<file path="src/rtl/shift_rot_pkg.sv">
// Shared types and constants for the multi-cycle shift/rotate engine.
package shift_rot_pkg;

  typedef enum logic [1:0] {
    SHIFT  = 2'd0,
    ROTATE = 2'd1,
    ARITH  = 2'd2,
    RSVD   = 2'd3
  } mode_e;

  typedef enum logic [1:0] {
    IDLE = 2'd0,
    RUN  = 2'd1,
    DONE = 2'd2
  } state_e;

  localparam logic DIR_LEFT  = 1'b1;
  localparam logic DIR_RIGHT = 1'b0;

endpackage

</file>
<file path="src/rtl/shift_rot_step.sv">
// Combinational single-position shift/rotate/arithmetic step.
// The reserved mode passes the word through; the caller decides whether to commit it.
module shift_rot_step
  import shift_rot_pkg::*;
#(
  parameter int WIDTH = 6
) (
  input  logic [WIDTH-1:0] i_d,
  input  mode_e            i_mode,
  input  logic             i_direction,
  input  logic             i_serial_in,
  output logic [WIDTH-1:0] o_d,
  output logic             o_out
);

  always_comb begin
    o_d   = i_d;
    o_out = (i_direction == DIR_LEFT) ? i_d[WIDTH-1] : i_d[0];
    case (i_mode)
      SHIFT:
        o_d = (i_direction == DIR_LEFT) ? {i_d[WIDTH-2:0], i_serial_in}
                                        : {i_serial_in, i_d[WIDTH-1:1]};
      ROTATE:
        o_d = (i_direction == DIR_LEFT) ? {i_d[WIDTH-2:0], i_d[WIDTH-1]}
                                        : {i_d[0], i_d[WIDTH-1:1]};
      ARITH:
        o_d = (i_direction == DIR_LEFT) ? {i_d[WIDTH-2:0], 1'b0}
                                        : {i_d[WIDTH-1], i_d[WIDTH-1:1]};
      default:
        o_d = i_d;
    endcase
  end

endmodule

</file>
<file path="src/rtl/shift_rot_engine.sv">
// Multi-cycle shifter: loads a word, then applies one single-bit step per clock
// for the requested amount, with a start/busy/done handshake.
module shift_rot_engine
  import shift_rot_pkg::*;
#(
  parameter int WIDTH = 6,
  parameter int AMT_W = 3
) (
  input  logic             clk,
  input  logic             rst,
  input  logic             start,
  input  logic [WIDTH-1:0] datain,
  input  logic [AMT_W-1:0] amount,
  input  logic [1:0]       mode,
  input  logic             direction,
  input  logic             serial_in,
  output logic [WIDTH-1:0] dataout,
  output logic             serial_out,
  output logic             busy,
  output logic             done
);

  state_e           r_state;
  state_e           w_nextState;
  logic [AMT_W-1:0] r_count;
  mode_e            r_mode;
  logic             r_dir;
  logic [WIDTH-1:0] r_data;
  logic             r_sout;
  logic [WIDTH-1:0] w_stepData;
  logic             w_stepOut;

  shift_rot_step #(.WIDTH(WIDTH)) u_step (
    .i_d         (r_data),
    .i_mode      (r_mode),
    .i_direction (r_dir),
    .i_serial_in (serial_in),
    .o_d         (w_stepData),
    .o_out       (w_stepOut)
  );

  // The step that takes the counter from 1 to 0 is the last one, so DONE follows it directly.
  always_comb begin
    w_nextState = r_state;
    case (r_state)
      IDLE:    if (start) w_nextState = (amount == '0) ? DONE : RUN;
      RUN:     if (r_count == AMT_W'(1)) w_nextState = DONE;
      DONE:    w_nextState = IDLE;
      default: w_nextState = IDLE;
    endcase
  end

  always_ff @(posedge clk) begin
    if (rst) begin
      r_state <= IDLE;
      r_count <= '0;
      r_mode  <= SHIFT;
      r_dir   <= DIR_RIGHT;
      r_data  <= '0;
      r_sout  <= 1'b0;
    end else begin
      r_state <= w_nextState;
      case (r_state)
        IDLE: begin
          if (start) begin
            r_data  <= datain;
            r_count <= amount;
            r_mode  <= mode_e'(mode);
            r_dir   <= direction;
          end
        end
        RUN: begin
          r_count <= r_count - AMT_W'(1);
          // Reserved mode still burns the cycles so latency does not depend on mode.
          if (r_mode != RSVD) begin
            r_data <= w_stepData;
            r_sout <= w_stepOut;
          end
        end
        default: ;
      endcase
    end
  end

  assign dataout    = r_data;
  assign serial_out = r_sout;
  assign busy       = (r_state != IDLE);
  assign done       = (r_state == DONE);

endmodule

</file>
<file path="config.mk">
export PLATFORM = sky130hd
export DESIGN_NAME = shift_rot_engine
export DESIGN_NICKNAME = d
export VERILOG_FILES = /design/src/rtl/shift_rot_pkg.sv /design/src/rtl/shift_rot_step.sv /design/src/rtl/shift_rot_engine.sv
export SDC_FILE = /design/constraint.sdc
export NUM_CORES = 1
export LEC_CHECK = 0
export BUFFER_PORTS_ARGS = -buffer_cell sky130_fd_sc_hd__buf_2
export CAP_MARGIN = 0
export CORE_MARGIN = 2
export CORE_UTILIZATION = 43
export CTS_CLUSTER_DIAMETER = 60
export DETAILED_ROUTE_END_ITERATION = 16
export HOLD_SLACK_MARGIN = 0.15
export PLACE_DENSITY = 0.71
export SLEW_MARGIN = 10
export SYNTH_ARGS = -nofsm -noshare
export SYNTH_HDL_FRONTEND = slang
export SYNTH_SLANG_ARGS = --single-unit
</file>
<file path="constraint.sdc">
create_clock -name clk -period 2.3 [get_ports clk]
set_input_delay 0.115 -clock clk [delete_from_list [all_inputs] [get_ports clk]]
set_output_delay 0.115 -clock clk [all_outputs]
set_load 0.01 [all_outputs]
</file>
==> impl_metrics.json <==
{
  "cts_max_level": 1,
  "worst-path-buf-inv": 0,
  "setup_viol": 0,
  "power_uw": 726,
  "maxSlewViolCount": 0,
  "global_route.overflow_total": 0,
  "setup.worst_path.class": "register to register",
  "timing.critical_path.cells": "nor2b_4, a221oi_4, o211ai_1, a21oi_1",
  "cts_post_setup_buffers_inserted": 0,
  "min_path_cells": 3,
  "min_period_over_period_pct": 73.0,
  "floorplan.die.width_microns": 52.8,
  "grt_max_degree": 17,
  "maxCapViolCount": 0,
  "drive_above_1_share_pct": 23.8,
  "tightestPinTransition_ns": 0.528,
  "num_antenna_cells": 0,
  "antenna_found_initial": 0,
  "design.core.area_sq_um": 2230,
  "holdCritPathClass": "primary input to register",
  "crit_slowest_cell": "sky130_fd_sc_hd__dfxtp_1",
  "synth_top_cells_by_area": "sky130_fd_sc_hd__dfxtp_1 (29%), sky130_fd_sc_hd__ha_1 (8.5%), sky130_fd_sc_hd__a21oi_1 (6.3%)",
  "tritoncts.num_buffers": 3,
  "async_reset_ff_share_pct": 0,
  "status": "finished, final reports clean",
  "synth_enable_flop_cells": 0,
  "synth-seq-cells": 15,
  "cts_max_path_buffers": 2,
  "timing.clock.skew_ns": 0.00887,
  "worst_ep_arrival_time_ns": 1.90,
  "clock_share_of_power_pct": 21.1,
  "drt.antenna.violating_nets": 0,
  "grt_pass1_vias": 908,
  "synthesized_net_count": 144,
  "worst-r2r-cell-count": 4,
  "drt_wl_total_microns": 2320,
  "power-per-cell-area_nw_per_um2": 581,
  "power.switching_fraction_pct": 34.8,
  "rr_endpoint": "dataout[4]",
  "delay_of_the_slowest_cell_on_the_worst_path_ns": 0.66,
  "final.min_clock_period_ns": 1.68,
  "worst-path-max-fanout": 14,
  "critical_path.reg2reg.startpoint": "r_state[1]",
  "power_frac_seq_pct": 45.5,
  "power.combinational.fraction_pct": 33.4,
  "route.detailed.vias_per_inst": 5.31,
  "clockRootBuffer": "sky130_fd_sc_hd__clkbuf_4",
  "finalInstanceArea_sq_um": 1250,
  "sequential_fraction_of_the_synthesis_area_pct": 29.3,
  "layout_fillers": 218,
  "gr-usage-all-layers_pct": 19.0,
  "yosys_top_cell_by_area": "sky130_fd_sc_hd__dfxtp_1",
  "clock_insertion_delay_worst_skew_ns": 0.29,
  "netlist-cell-type-count": 34,
  "synth_largest_type_area_fraction_pct": 29.3,
  "drt-initial-drc-count": 9,
  "total_number_of_placement_rows": 17,
  "syn_to_final_growth_pct": 21.8,
  "drt-wirelength-per-cell_microns": 12.9,
  "clk_transition_reported_paths_ns": 0.10,
  "power.internal_uw": 473,
  "synth.cell_area_sq_um": 1030,
  "synthCells": 121,
  "nets": 175,
  "power.ir.vdd_worst_v": 0.000343,
  "die-area_sq_um": 2790,
  "setup_tns_ns": 0,
  "layout_setup_ws_ns": 0.620,
  "io_buffers": 24,
  "rrSetupSlack_ns": 0.62,
  "final_hold_violating_endpoints": 0,
  "count_of_tritonroute_iterations_in_the_first_routing_pass": 4,
  "crit_path_start_kind": "register",
  "start_util_pct": 45.9,
  "setup_repair_after_global_routing_missed_its_margin": "no",
  "leakage_nw": 0.524,
  "numClockSinks": 15,
  "timing.critical_path.to_type": "register",
  "ios": 25,
  "syn_warnings": 0,
  "detail_route.drc_violations": 0,
  "dp.final_hpwl_microns": 1700,
  "fmax_ghz": 0.595,
  "utilization_pct": 56.0,
  "net-switching-power_uw": 253,
  "headroom_to_the_max_slew_limit_pct": 64.7,
  "preCtsSetupSlack_ns": 0.617,
  "postSynthAreaPerCell_sq_um": 8.48,
  "gp_congestion": 0.788,
  "post_dp_cell_area_sq_um": 1150,
  "num_vias": 950,
  "tritoncts_clock_tree": "done",
  "first_pass_grt_wire_length_microns": 3840,
  "critPathRequiredTime_ns": 2.52,
  "die_h_microns": 52.8,
  "synth_top_cells_by_count": "sky130_fd_sc_hd__dfxtp_1 (15), sky130_fd_sc_hd__nor2_1 (15), sky130_fd_sc_hd__a21oi_1 (13)",
  "min_delay_worst_endpoint": "dataout[4]",
  "hp-start": "datain[4]",
  "postSynth.topFlopCell": "sky130_fd_sc_hd__dfxtp_1",
  "path_delay_family": "compound AO/OA/AOI/OAI gates"
}
[power groups by stage]
stage          Sequential (mW)  Clock [mW]  Combinational, mW
2_1_floorplan            0.331           0              0.171
3_3_place_gp             0.334           0              0.226
3_5_place_dp             0.337           0              0.233
4_1_cts                  0.331       0.161              0.244
5_1_grt                  0.337       0.178              0.272
6_report                 0.330       0.153              0.243
[worst min-delay path: stages]
cell and delay (ns):
sky130_fd_sc_hd__buf_2 0.08, sky130_fd_sc_hd__o211ai_1 0.09, sky130_fd_sc_hd__a21oi_1 0.13
[cell usage in the layout (no fill, tap or decap), types with 3 or more instances in the layout]
cell                            count
sky130_fd_sc_hd__ha_1               7
sky130_fd_sc_hd__nand2_1            6
sky130_fd_sc_hd__o211ai_1           7
sky130_fd_sc_hd__a211oi_1           3
sky130_fd_sc_hd__o21ai_0            4
sky130_fd_sc_hd__mux2i_1            6
sky130_fd_sc_hd__a21oi_1           13
sky130_fd_sc_hd__nor3_1             3
sky130_fd_sc_hd__dfxtp_1           15
sky130_fd_sc_hd__nor2_1            15
sky130_fd_sc_hd__buf_2             24
sky130_fd_sc_hd__clkbuf_4           3
sky130_fd_sc_hd__dlygate4sd3_1      7
sky130_fd_sc_hd__inv_1             10
sky130_fd_sc_hd__nand2b_1           9
[metrics by stage]
step                      std cells  hold slack [ns]
after global routing            179            0.173
final                           179            0.164
after global placement          168            0.342
after detailed placement        168            0.355
after floorplan                 121            0.254
after CTS                       179            0.166
[state kept, by name, indices dropped and copies added (netlist names)]
name        cells
r_state         2
dataout         6
r_count         3
r_dir           1
r_mode          2
serial_out      1
[final cells by class]
class                           instances  area [sq um]  share of cell area, %
Multi-Input combinational cell         90           652                   52.2
Sequential cell                        15           300                   24.0
Timing Repair Buffer                   32           198                   15.8
Inverter                               10          37.5                   3.00
Tap cell                               28          35.0                   2.80
Clock buffer                            3          22.5                   1.80
Clock inverter                          1          5.00                  0.400
[worst max path at each step]
| stage | start | end | slack (ns) | cells past startpoint |
|---|---|---|---|---|
| final | r_state[1] | dataout[4] | 0.62 | 4 |
| after global routing | r_state[1] | dataout[2] | 0.45 | 4 |
| after CTS | r_state[1] | dataout[4] | 0.60 | 4 |
| after detailed placement | r_state[1] | dataout[4] | 0.62 | 4 |
| after global placement | r_state[1] | dataout[4] | 0.70 | 4 |
| after floorplan | r_mode[0] | dataout[4] | 0.85 | 6 |
[routing by layer]
layer	global-route usage, %	part of all wire [%]	vias to the layer above
met3	5.43	4.6	4
met4	8.97	1.0	0
met1	22.5	45	435
met5	0	0	-
li1	-	-	485
met2	31.5	49	26
[kinds of logic after synthesis]
group                      count (synthesis)  share of synthesized area (%)
muxes                                      7                           6.95
buffers and inverters                     16                           7.20
and+or+nand+nor                           40                           22.4
adders and majority gates                  7                           8.54
AOI/OAI and AO/OA                         36                           25.6
DFF                                       15                           29.3
[repair_timing]
action,4_1_cts,5_1_grt
hold buffers,7,0
hold endpoints to repair,7,0
gates resized for setup,0,0
Note: power is estimated with default switching activity, not from simulation.
